<file path="src/rtl/pwm_rx_pkg.sv">
// Shared types for the PWM receive path: FSM state encoding and the symbol
// record carried through the output FIFO.
package pwm_rx_pkg;

  localparam int unsigned SYM_W = 4;

  typedef enum logic [1:0] {
    SEARCH,
    GAP,
    MARK,
    DATA
  } pwm_rx_state_t;

  typedef struct packed {
    logic             sof;
    logic             err;
    logic [SYM_W-1:0] data;
  } pwm_sym_t;

endpackage

</file>
<file path="src/rtl/pwm_sym_fifo.sv">
// Synchronous symbol FIFO with registered head and registered full/empty flags.
// A push while full is accepted only when a pop frees a slot in the same cycle.
module pwm_sym_fifo
  import pwm_rx_pkg::*;
#(
  parameter int unsigned DEPTH = 4
) (
  input  logic     clk,
  input  logic     rstn,
  input  logic     push,
  input  pwm_sym_t push_data,
  input  logic     pop,
  output pwm_sym_t head,
  output logic     full,
  output logic     empty
);

  localparam int unsigned AW = $clog2(DEPTH);
  localparam logic [AW:0] FULL_C = (AW+1)'(DEPTH);

  pwm_sym_t      mem_q [DEPTH];
  pwm_sym_t      mem_d [DEPTH];
  logic [AW-1:0] wr_ptr_q, wr_ptr_d;
  logic [AW-1:0] rd_ptr_q, rd_ptr_d;
  logic [AW:0]   cnt_q, cnt_d;
  pwm_sym_t      head_q, head_d;
  logic          full_q, full_d;
  logic          empty_q, empty_d;
  logic          push_ok;
  logic          pop_ok;

  always_comb begin
    pop_ok   = pop & ~empty_q;
    push_ok  = push & (~full_q | pop_ok);
    mem_d    = mem_q;
    wr_ptr_d = wr_ptr_q;
    rd_ptr_d = rd_ptr_q;
    cnt_d    = cnt_q;
    if (push_ok) begin
      mem_d[wr_ptr_q] = push_data;
      wr_ptr_d        = wr_ptr_q + 1'b1;
    end
    if (pop_ok) begin
      rd_ptr_d = rd_ptr_q + 1'b1;
    end
    case ({push_ok, pop_ok})
      2'b10:   cnt_d = cnt_q + 1'b1;
      2'b01:   cnt_d = cnt_q - 1'b1;
      default: cnt_d = cnt_q;
    endcase
    // Head is taken from next-state storage so a first push is visible one cycle later.
    head_d  = mem_d[rd_ptr_d];
    empty_d = (cnt_d == '0);
    full_d  = (cnt_d == FULL_C);
  end

  always_ff @(posedge clk or negedge rstn) begin
    if (!rstn) begin
      mem_q    <= '{default: '0};
      wr_ptr_q <= '0;
      rd_ptr_q <= '0;
      cnt_q    <= '0;
      head_q   <= '0;
      full_q   <= 1'b0;
      empty_q  <= 1'b1;
    end else begin
      mem_q    <= mem_d;
      wr_ptr_q <= wr_ptr_d;
      rd_ptr_q <= rd_ptr_d;
      cnt_q    <= cnt_d;
      head_q   <= head_d;
      full_q   <= full_d;
      empty_q  <= empty_d;
    end
  end

  assign head  = head_q;
  assign full  = full_q;
  assign empty = empty_q;

endmodule

</file>
<file path="src/rtl/pwm_rx_decoder.sv">
// PWM link receiver: synchronizes the sliced line, measures high/low widths,
// decodes marker and data pulses, and queues symbols for the deserializer.
module pwm_rx_decoder
  import pwm_rx_pkg::*;
#(
  parameter int unsigned CNT_W      = 6,
  parameter int unsigned BASE       = 4,
  parameter int unsigned GAP_MIN    = 16,
  parameter int unsigned FIFO_DEPTH = 4
) (
  input  logic             clk,
  input  logic             rstn,
  input  logic             in,
  output logic [SYM_W-1:0] sym_data,
  output logic             sym_sof,
  output logic             sym_err,
  output logic             sym_valid,
  input  logic             sym_ready,
  output logic [SYM_W-1:0] frame_id,
  output logic             frame_id_valid,
  output logic             overflow,
  input  logic             ovf_clr
);

  localparam logic [CNT_W-1:0] CNT_MAX = '1;
  localparam logic [CNT_W-1:0] ONE_C   = CNT_W'(1);
  localparam logic [CNT_W-1:0] BASE_C  = CNT_W'(BASE);
  localparam logic [CNT_W-1:0] TOP_C   = CNT_W'(BASE + (2**SYM_W) - 1);
  localparam logic [CNT_W-1:0] GAP_C   = CNT_W'(GAP_MIN);

  logic             in_meta_q, in_meta_d;
  logic             in_s_q, in_s_d;
  logic             in_d_q, in_d_d;
  logic [CNT_W-1:0] hi_cnt_q, hi_cnt_d;
  logic [CNT_W-1:0] lo_cnt_q, lo_cnt_d;
  pwm_rx_state_t    state_q, state_d;
  logic             sof_pend_q, sof_pend_d;
  logic [SYM_W-1:0] frame_id_q, frame_id_d;
  logic             fid_valid_q, fid_valid_d;
  logic             overflow_q, overflow_d;

  logic             rise;
  logic             fall;
  logic             gap_hit;
  logic             in_range;
  logic [SYM_W-1:0] code;
  logic             push;
  pwm_sym_t         push_sym;
  logic             drop;
  pwm_sym_t         fifo_head;
  logic             fifo_full;
  logic             fifo_empty;

  always_comb begin
    in_meta_d = in;
    in_s_d    = in_meta_q;
    in_d_d    = in_s_q;
  end

  assign rise = in_s_q & ~in_d_q;
  assign fall = ~in_s_q & in_d_q;

  always_comb begin
    hi_cnt_d = hi_cnt_q;
    if (rise) begin
      hi_cnt_d = ONE_C;
    end else if (in_s_q && (hi_cnt_q != CNT_MAX)) begin
      hi_cnt_d = hi_cnt_q + ONE_C;
    end
    lo_cnt_d = lo_cnt_q;
    if (fall) begin
      lo_cnt_d = ONE_C;
    end else if (!in_s_q && (lo_cnt_q != CNT_MAX)) begin
      lo_cnt_d = lo_cnt_q + ONE_C;
    end
  end

  // Gap is declared the cycle lo_cnt is about to become GAP_MIN, so a rise right after
  // exactly GAP_MIN low cycles is already seen in GAP.
  assign gap_hit  = ~in_s_q & (lo_cnt_d == GAP_C);
  assign in_range = (hi_cnt_q >= BASE_C) && (hi_cnt_q <= TOP_C);
  assign code     = SYM_W'(hi_cnt_q - BASE_C);

  always_comb begin
    state_d       = state_q;
    sof_pend_d    = sof_pend_q;
    frame_id_d    = frame_id_q;
    fid_valid_d   = 1'b0;
    push          = 1'b0;
    push_sym.sof  = sof_pend_q;
    push_sym.err  = ~in_range;
    push_sym.data = in_range ? code : '0;
    case (state_q)
      SEARCH: begin
        if (gap_hit) state_d = GAP;
      end
      GAP: begin
        if (rise) state_d = MARK;
      end
      MARK: begin
        if (fall) begin
          if (in_range) begin
            frame_id_d  = code;
            fid_valid_d = 1'b1;
            sof_pend_d  = 1'b1;
            state_d     = DATA;
          end else begin
            state_d = SEARCH;
          end
        end
      end
      DATA: begin
        if (fall) begin
          push       = 1'b1;
          sof_pend_d = 1'b0;
        end else if (gap_hit) begin
          state_d = GAP;
        end
      end
      default: state_d = SEARCH;
    endcase
  end

  assign drop = push & fifo_full & ~(sym_ready & ~fifo_empty);

  always_comb begin
    overflow_d = overflow_q;
    if (ovf_clr) overflow_d = 1'b0;
    if (drop)    overflow_d = 1'b1;
  end

  always_ff @(posedge clk or negedge rstn) begin
    if (!rstn) begin
      state_q <= SEARCH;
    end else begin
      state_q <= state_d;
    end
  end

  always_ff @(posedge clk or negedge rstn) begin
    if (!rstn) begin
      in_meta_q   <= 1'b0;
      in_s_q      <= 1'b0;
      in_d_q      <= 1'b0;
      hi_cnt_q    <= '0;
      lo_cnt_q    <= '0;
      sof_pend_q  <= 1'b0;
      frame_id_q  <= '0;
      fid_valid_q <= 1'b0;
      overflow_q  <= 1'b0;
    end else begin
      in_meta_q   <= in_meta_d;
      in_s_q      <= in_s_d;
      in_d_q      <= in_d_d;
      hi_cnt_q    <= hi_cnt_d;
      lo_cnt_q    <= lo_cnt_d;
      sof_pend_q  <= sof_pend_d;
      frame_id_q  <= frame_id_d;
      fid_valid_q <= fid_valid_d;
      overflow_q  <= overflow_d;
    end
  end

  pwm_sym_fifo #(
    .DEPTH(FIFO_DEPTH)
  ) u_fifo (
    .clk      (clk),
    .rstn     (rstn),
    .push     (push),
    .push_data(push_sym),
    .pop      (sym_ready),
    .head     (fifo_head),
    .full     (fifo_full),
    .empty    (fifo_empty)
  );

  assign sym_data       = fifo_head.data;
  assign sym_sof        = fifo_head.sof;
  assign sym_err        = fifo_head.err;
  assign sym_valid      = ~fifo_empty;
  assign frame_id       = frame_id_q;
  assign frame_id_valid = fid_valid_q;
  assign overflow       = overflow_q;

endmodule
</file>
<file path="config.mk">
export PLATFORM = sky130hd
export DESIGN_NAME = pwm_rx_decoder
export DESIGN_NICKNAME = d
export VERILOG_FILES = /design/src/rtl/pwm_rx_pkg.sv /design/src/rtl/pwm_sym_fifo.sv /design/src/rtl/pwm_rx_decoder.sv
export SDC_FILE = /design/constraint.sdc
export NUM_CORES = 1
export LEC_CHECK = 0
export BUFFER_PORTS_ARGS = -buffer_cell sky130_fd_sc_hd__buf_2
export CORE_ASPECT_RATIO = 0.75
export CORE_MARGIN = 10
export CORE_UTILIZATION = 29
export CTS_CLUSTER_DIAMETER = 40
export CTS_CLUSTER_SIZE = 28
export DETAILED_ROUTE_END_ITERATION = 8
export PLACE_DENSITY = 0.48
export SETUP_SLACK_MARGIN = 0.15
export SLEW_MARGIN = 20
export SYNTH_ARGS = -nofsm -noshare
export SYNTH_HDL_FRONTEND = slang
export SYNTH_SLANG_ARGS = --single-unit
export TNS_END_PERCENT = 100
</file>
<file path="constraint.sdc">
create_clock -name clk -period 2.4 [get_ports clk]
set_input_delay 0.24 -clock clk [delete_from_list [all_inputs] [get_ports clk]]
set_output_delay 0.24 -clock clk [all_outputs]
set_load 0.005 [all_outputs]
</file>
**Word level (Yosys, flattened, before mapping)**

Cells that the tools add are included.

- $lt $le $gt $ge: 5
- Eq/ne operators: 14
- Bitwise gates (word level): 16
- Mux-type cells: 31
- Reduce and logical (&&, ||, !) cells: 13
- $add $sub $neg: 7

Operator list:

| operator | number |
|---|---|
| 6-bit 2-to-1 mux | 7 |
| 24-bit bitwise mux | 1 |
| 24-bit 2-to-1 mux | 1 |
| 6-bit by 1-bit adder with 6-bit output (second input constant) | 2 |
| 6-bit binary-select mux with 2-bit select | 1 |
| 6-bit demux with 2-bit select | 1 |
| 2-bit 2-to-1 mux | 6 |
| 6-bit != test (second input constant) | 2 |
| 1-bit 2-to-1 mux | 10 |
| 2-bit != test (second input constant) | 5 |
| 2-bit case mux with 4 select lines | 1 |
| 1-bit bitwise AND | 7 |
| 2-bit == test (second input constant) | 3 |
| 6-bit by 5-bit == test with 1-bit output (second input constant) | 1 |
| 3-bit >= comparator (second input constant) | 2 |
| 6-bit by 3-bit >= comparator with 1-bit output (second input constant) | 1 |
| 6-bit by 5-bit <= comparator with 1-bit output (second input constant) | 1 |
| 1-bit NOT | 6 |
| 2-bit NOT with 3-bit output | 2 |
| 3-bit case mux with 2 select lines | 1 |
| 3-bit AND reduction | 2 |
| 2-bit nonzero test | 3 |
| 2-bit by 1-bit adder with 2-bit output (second input constant) | 2 |
| 2-bit by 1-bit == test with 1-bit output (second input constant) | 2 |
| other kinds (13) | 16 |

- Bits of input ports: 5
- Bits in registers: 63

**Logic depth before layout (Yosys ltp)**

- Depth after elaboration: 10
- Mapped depth: 13

**Modules after synthesis**

A second synthesis with hierarchy kept.

- Cells, all modules: 325
- Area total of the unflattened synthesis: 3344.5 µm²

By module, submodules not included:

| module | times used | cells an instance | area an instance (µm²) | seq. area each (µm²) |
|---|---|---|---|---|
| pwm_sym_fifo | 1 | 186 | 2030.7 | 977.2 |
| pwm_rx_decoder | 1 | 139 | 1313.8 | 600.6 |

**Worst setup path after synthesis**

No wires, ideal clock.

- Path type: reg-to-reg
- Start: register in_d_q
- End: register u_fifo.full_q, in the netlist u_fifo.full
- Library setup time: 0.118 ns
- Path buffers: 1
- Slack: 0.179 ns
- Data arrival time: 2.103 ns
- Stages on the path, launching flop included: 13
- Cell sequence: dfrtp_1 buf_2 inv_1 nor2_1 nand2_1 a21oi_1 inv_1 ha_1 inv_1 fa_1 o21ai_0 or2_2 nor2b_1

- Longest elaborated chain between the ends: 7

RTL lines:

| element | RTL line | source |
|---|---|---|
| start: declaration | pwm_rx_decoder.sv:33 | `logic in_d_q, in_d_d;` |
| start signal: assignment | pwm_rx_decoder.sv:154 | `in_d_q <= in_d_d;` |
| 1-bit bitwise AND (*) | pwm_rx_decoder.sv:61 | `assign fall = ~in_s_q & in_d_q;` |
| 1-bit 2-to-1 mux (*) | pwm_rx_decoder.sv:113 | `if (fall) begin` |
| 1-bit 2-to-1 mux (*) | pwm_rx_decoder.sv:93 | `case (state_q)` |
| 1-bit bitwise AND (*) | pwm_sym_fifo.sv:34 | `push_ok = push & (~full_q \| pop_ok);` |
| 2-bit by 1-bit == test with 1-bit output / 2-bit == test (equally long branches) | pwm_sym_fifo.sv:46 | `case ({push_ok, pop_ok})` |
| 3-bit case mux with 2 select lines (*) | pwm_sym_fifo.sv:46 |  |
| named net u_fifo.cnt_d[1] | pwm_sym_fifo.sv:25 | `logic [AW:0] cnt_q, cnt_d;` |
| 3-bit == test (*) | pwm_sym_fifo.sv:54 | `full_d = (cnt_d == FULL_C);` |
| named net u_fifo.full_d | pwm_sym_fifo.sv:27 | `logic full_q, full_d;` |
| end signal: assignment | pwm_sym_fifo.sv:72 | `full_q <= full_d;` |
| end: declaration | pwm_sym_fifo.sv:27 |  |

The timed path passes the listed nets; every way through them passes the cells marked *.
A chain may end at the register's enable or synchronous reset.

**Worst setup path in the final report**

- Start: register lo_cnt_q[1]
- End: register state_q[0]

- Longest elaborated chain between the ends: 9

RTL lines:

| element | RTL line | source |
|---|---|---|
| start: declaration | pwm_rx_decoder.sv:35 | `logic [CNT_W-1:0] lo_cnt_q, lo_cnt_d;` |
| start signal: assignment | pwm_rx_decoder.sv:156 | `lo_cnt_q <= lo_cnt_d;` |
| parallel branches: the longest is 2 deep, another holds 6-bit by 1-bit adder with 6-bit output | -- |  |
| 6-bit 2-to-1 mux (*) | pwm_rx_decoder.sv:73 | `end else if (!in_s_q && (lo_cnt_q != CNT_MAX)) begin` |
| 6-bit 2-to-1 mux (*) | pwm_rx_decoder.sv:71 | `if (fall) begin` |
| 6-bit by 5-bit == test with 1-bit output (*) | pwm_rx_decoder.sv:80 | `assign gap_hit = ~in_s_q & (lo_cnt_d == GAP_C);` |
| 1-bit bitwise AND (*) | pwm_rx_decoder.sv:80 |  |
| 2-bit 2-to-1 mux (*) | -- |  |
| 2-bit 2-to-1 mux | -- |  |
| 2-bit case mux with 4 select lines (*) | -- |  |
| end signal: assignment | pwm_rx_decoder.sv:136 | `state_q <= state_d;` |
| end: declaration | pwm_rx_decoder.sv:36 | `pwm_rx_state_t state_q, state_d;` |

Every way passes the cells marked *. The select of a mux whose other input is x is not followed.

==> flow_metrics.env <==
export IMPL_fp_dieW_microns=138
export IMPL_fillers=1037
export IMPL_rows=32
export IMPL_path_clk_slew_ps=50
export IMPL_clk_latency_ps=330
export IMPL_vias=2171
export IMPL_synth_edf_count=0
export IMPL_path_max_fanout=7
export IMPL_core_area_sq_um=10200
export IMPL_postSynthCellCount=297
export IMPL_yosys_area_share_simple=0.121
export IMPL_grt_pass1_vias=2179
export IMPL_antenna_left=0
export IMPL_ys_ff_latch=63
export IMPL_ys_types=48
export IMPL_hold_path_depth=1
export IMPL_clock_skew_ps=5.28
export IMPL_synth_flop_cell="dfrtp_1"
export IMPL_crit_path_start_kind="flop"
export IMPL_fin_crit_sh=0.882
export IMPL_rr_worst_depth=7
export IMPL_hp_start="in"
export IMPL_period_minus_slack_ps=2120
export IMPL_n_antenna_cell=0
export IMPL_finish_utilization=0.367
export IMPL_cts_tree="built"
export IMPL_place_congestion=0.839
export IMPL_drv_slew=0
export IMPL_track_usage=0.0897
export IMPL_setup_viol=0
export IMPL_rsz0062_at_grt="true"
export IMPL_routedWlPerCell_microns=13.5
export IMPL_synthAdderAreaFrac=0.0717
export IMPL_critPathKind="flop to flop"
export IMPL_initial_utilization=0.296
export IMPL_antenna_found_initial=0
export IMPL_final_cells=473
export IMPL_drive_above_1_share=0.205
export IMPL_critPathRequiredTime_ps=2640
export IMPL_cts_made_buffers=9
export IMPL_htree_levels=3
export IMPL_cts_root_buf="clkbuf_16"
export IMPL_synth_compound_area_share=0.157
export IMPL_switchingPower_w=0.00116
export IMPL_ios=18
export IMPL_nets=353
export IMPL_clock_path_buffers=2
export IMPL_status="finished, final reports clean"
export IMPL_postSynth_asyncResetShare=1.00
export IMPL_arrival_ps=2360
export IMPL_drt_iter0_drc=106
export IMPL_grt_max_degree=64
export IMPL_grt_first_pass_wirelength_microns=11000
export IMPL_fmax_mhz=472
export IMPL_tightest_slew_ps=805
export IMPL_min_delay_worst_endpoint="in_meta_q"
export IMPL_maxCapViolCount=0
export IMPL_swShare=0.299
export IMPL_dpl_cell_count=455
export IMPL_power_density_nw_per_um2=1030
export IMPL_synth_top_family_by_area="compound AO/OA/AOI/OAI gates"
export IMPL_rrSetupSlack_ps=280
export IMPL_hold_path_class="input pin to flop"
export IMPL_synth_area_leaders="dfrtp_1, ha_1, nand2_1"
export IMPL_cts_sinks=63
export IMPL_reg2reg_from="lo_cnt_q[1]"
export IMPL_die_h_microns=109
export IMPL_p_int_w=0.00271
export IMPL_syn_avg_cell_area_sq_um=10.2
export IMPL_areaGrowthSynthToFinish_pct=23.9
export IMPL_slew_headroom=0.463
export IMPL_wl_microns=6370
export IMPL_rr_endpoint="state_q[0]"
export IMPL_power_frac_comb=0.289
export IMPL_drcViolationCount=0
export IMPL_p_clk_frac=0.380
export IMPL_hold_slack_ps=19.7
export IMPL_critPathCaptureType="flop"
export IMPL_syn_nets=318
export IMPL_p_leak_nw=1.73
export IMPL_hpwlAfterDp_microns=4540
export IMPL_drtPass1Iterations=4
export IMPL_finalHoldViolCount=0
export IMPL_synth_top_cell_by_area="dfrtp_1"
export IMPL_synth_area_sq_um=3040
export IMPL_yosysWarnings=0
export IMPL_peakVddDrop_mv=0.437
export IMPL_tns_ps=0
export IMPL_die_area_sq_um=15000
export IMPL_port_buffers=17
export IMPL_synth_top_cell_area_share=0.511
export IMPL_synth_xor_area_share=0.0346
export IMPL_multi_input_comb_area_sq_um=1360
export IMPL_netlist_top_cells_count="dfrtp_1, nand2_1, o21ai_0"
export IMPL_seqCellArea_sq_um=1580
export IMPL_muxShareOfSynthArea=0.0490
export IMPL_seq_area_frac_synth=0.520
export IMPL_via_per_inst=4.59
export IMPL_yosysMostFrequentCell="dfrtp_1"
export IMPL_p_seq_frac=0.331
export IMPL_grt_overflow_total=0
## state kept, by name, summed over array words and instances, names as in the netlist
register	flops
state_q	2
frame_id_valid	1
in_d_q	1
hi_cnt_q	6
u_fifo.rd_ptr_q	2
u_fifo.full	1
in_d_d	1
u_fifo.wr_ptr_q	2
sof_pend_q	1
u_fifo.head	6
u_fifo.mem_q	24
frame_id	4
overflow	1
in_meta_q	1
u_fifo.cnt_q	3
u_fifo.empty	1
lo_cnt_q	6
## cell type report
type | count | area share
Tap cell | 136 | 0.0452
Clock inverter | 2 | 0.0160
Multi-Input combinational cell | 200 | 0.360
Clock buffer | 14 | 0.0755
Inverter | 24 | 0.0239
Timing Repair Buffer | 34 | 0.0599
Sequential cell | 63 | 0.419
## metrics by stage
| step | worst slack [ps] | power [W] | instance area, sq um |
|---|---|---|---|
| 6_report | 283 | 0.00386 | 3760 |
| 4_1_cts | 156 | 0.00383 | 3700 |
| 5_1_grt | 130 | 0.00411 | 3760 |
| 2_1_floorplan | 179 | 0.00199 | 3040 |
| 3_5_place_dp | 152 | 0.00233 | 3350 |
| 3_3_place_gp | 210 | 0.00232 | 3350 |
## worst max path at each step
stage / from / endpoint / slack (ps) / depth (start not counted)
2_1_floorplan: in_d_q / u_fifo.full / 180 / 12
3_3_place_gp: lo_cnt_q[1] / state_q[0] / 210 / 7
3_5_place_dp: lo_cnt_q[1] / state_q[0] / 150 / 7
4_1_cts: state_q[0] / u_fifo.full / 160 / 11
5_1_grt: state_q[0] / u_fifo.full / 130 / 11
6_report: lo_cnt_q[1] / state_q[0] / 280 / 7
## metal layers
metal,share of wire,global-route usage,up-vias
met3,0.041,0.0352,8
met5,0,0,-
met2,0.42,0.127,24
met1,0.52,0.120,1033
met4,0.015,0.0360,0
li1,-,-,1106
## critical path: stages, from the launching register on
cell and delay [ps]:
dfrtp_1 440, ha_4 210, and3_1 220, nand3_1 110, a31oi_1 80, or4_1 500
a211oi_2 250, mux2i_1 220
## cells by family (layout without fill, tap and decap cells)
family / after synthesis / after routing
and+or+nand+nor: 82 / 82
AOI/OAI and AO/OA: 76 / 76
DFF: 63 / 63
buffers and inverters: 34 / 74
adders and majority gates: 17 / 17
muxes: 13 / 13
xor gates and xnor gates: 12 / 12
## placed cells by master, fill, tap and decap left out, types with 5 or more instances in the layout
master and n:
nand2_1 44, ha_1 12, buf_2 17, xnor2_1 7, mux2i_1 7, inv_1 22
a21oi_1 9, buf_4 16, o21ai_0 32, dfrtp_1 62, mux2_2 5, clkbuf_16 9
o22ai_1 7, nor2_1 14, xor2_1 5, a31oi_1 5
## power groups by stage
| stage | sequential, W | clock (W) | combinational [W] |
|---|---|---|---|
| floorplan | 0.00128 | 0 | 0.000709 |
| global placement | 0.00129 | 0 | 0.00103 |
| detailed placement | 0.00129 | 0 | 0.00104 |
| CTS | 0.00128 | 0.00151 | 0.00104 |
| global route | 0.00130 | 0.00155 | 0.00126 |
| finish | 0.00128 | 0.00147 | 0.00112 |
## what timing repair did
item                       in CTS  in global routing
resized for setup               1                 10
pin swaps                       0                  2
hold buffers                    0                  0
setup buffers                   0                  2
setup endpoints to repair       1                 12
gates cloned                    0                  0
No activity file was read; power rests on OpenSTA's default activity.
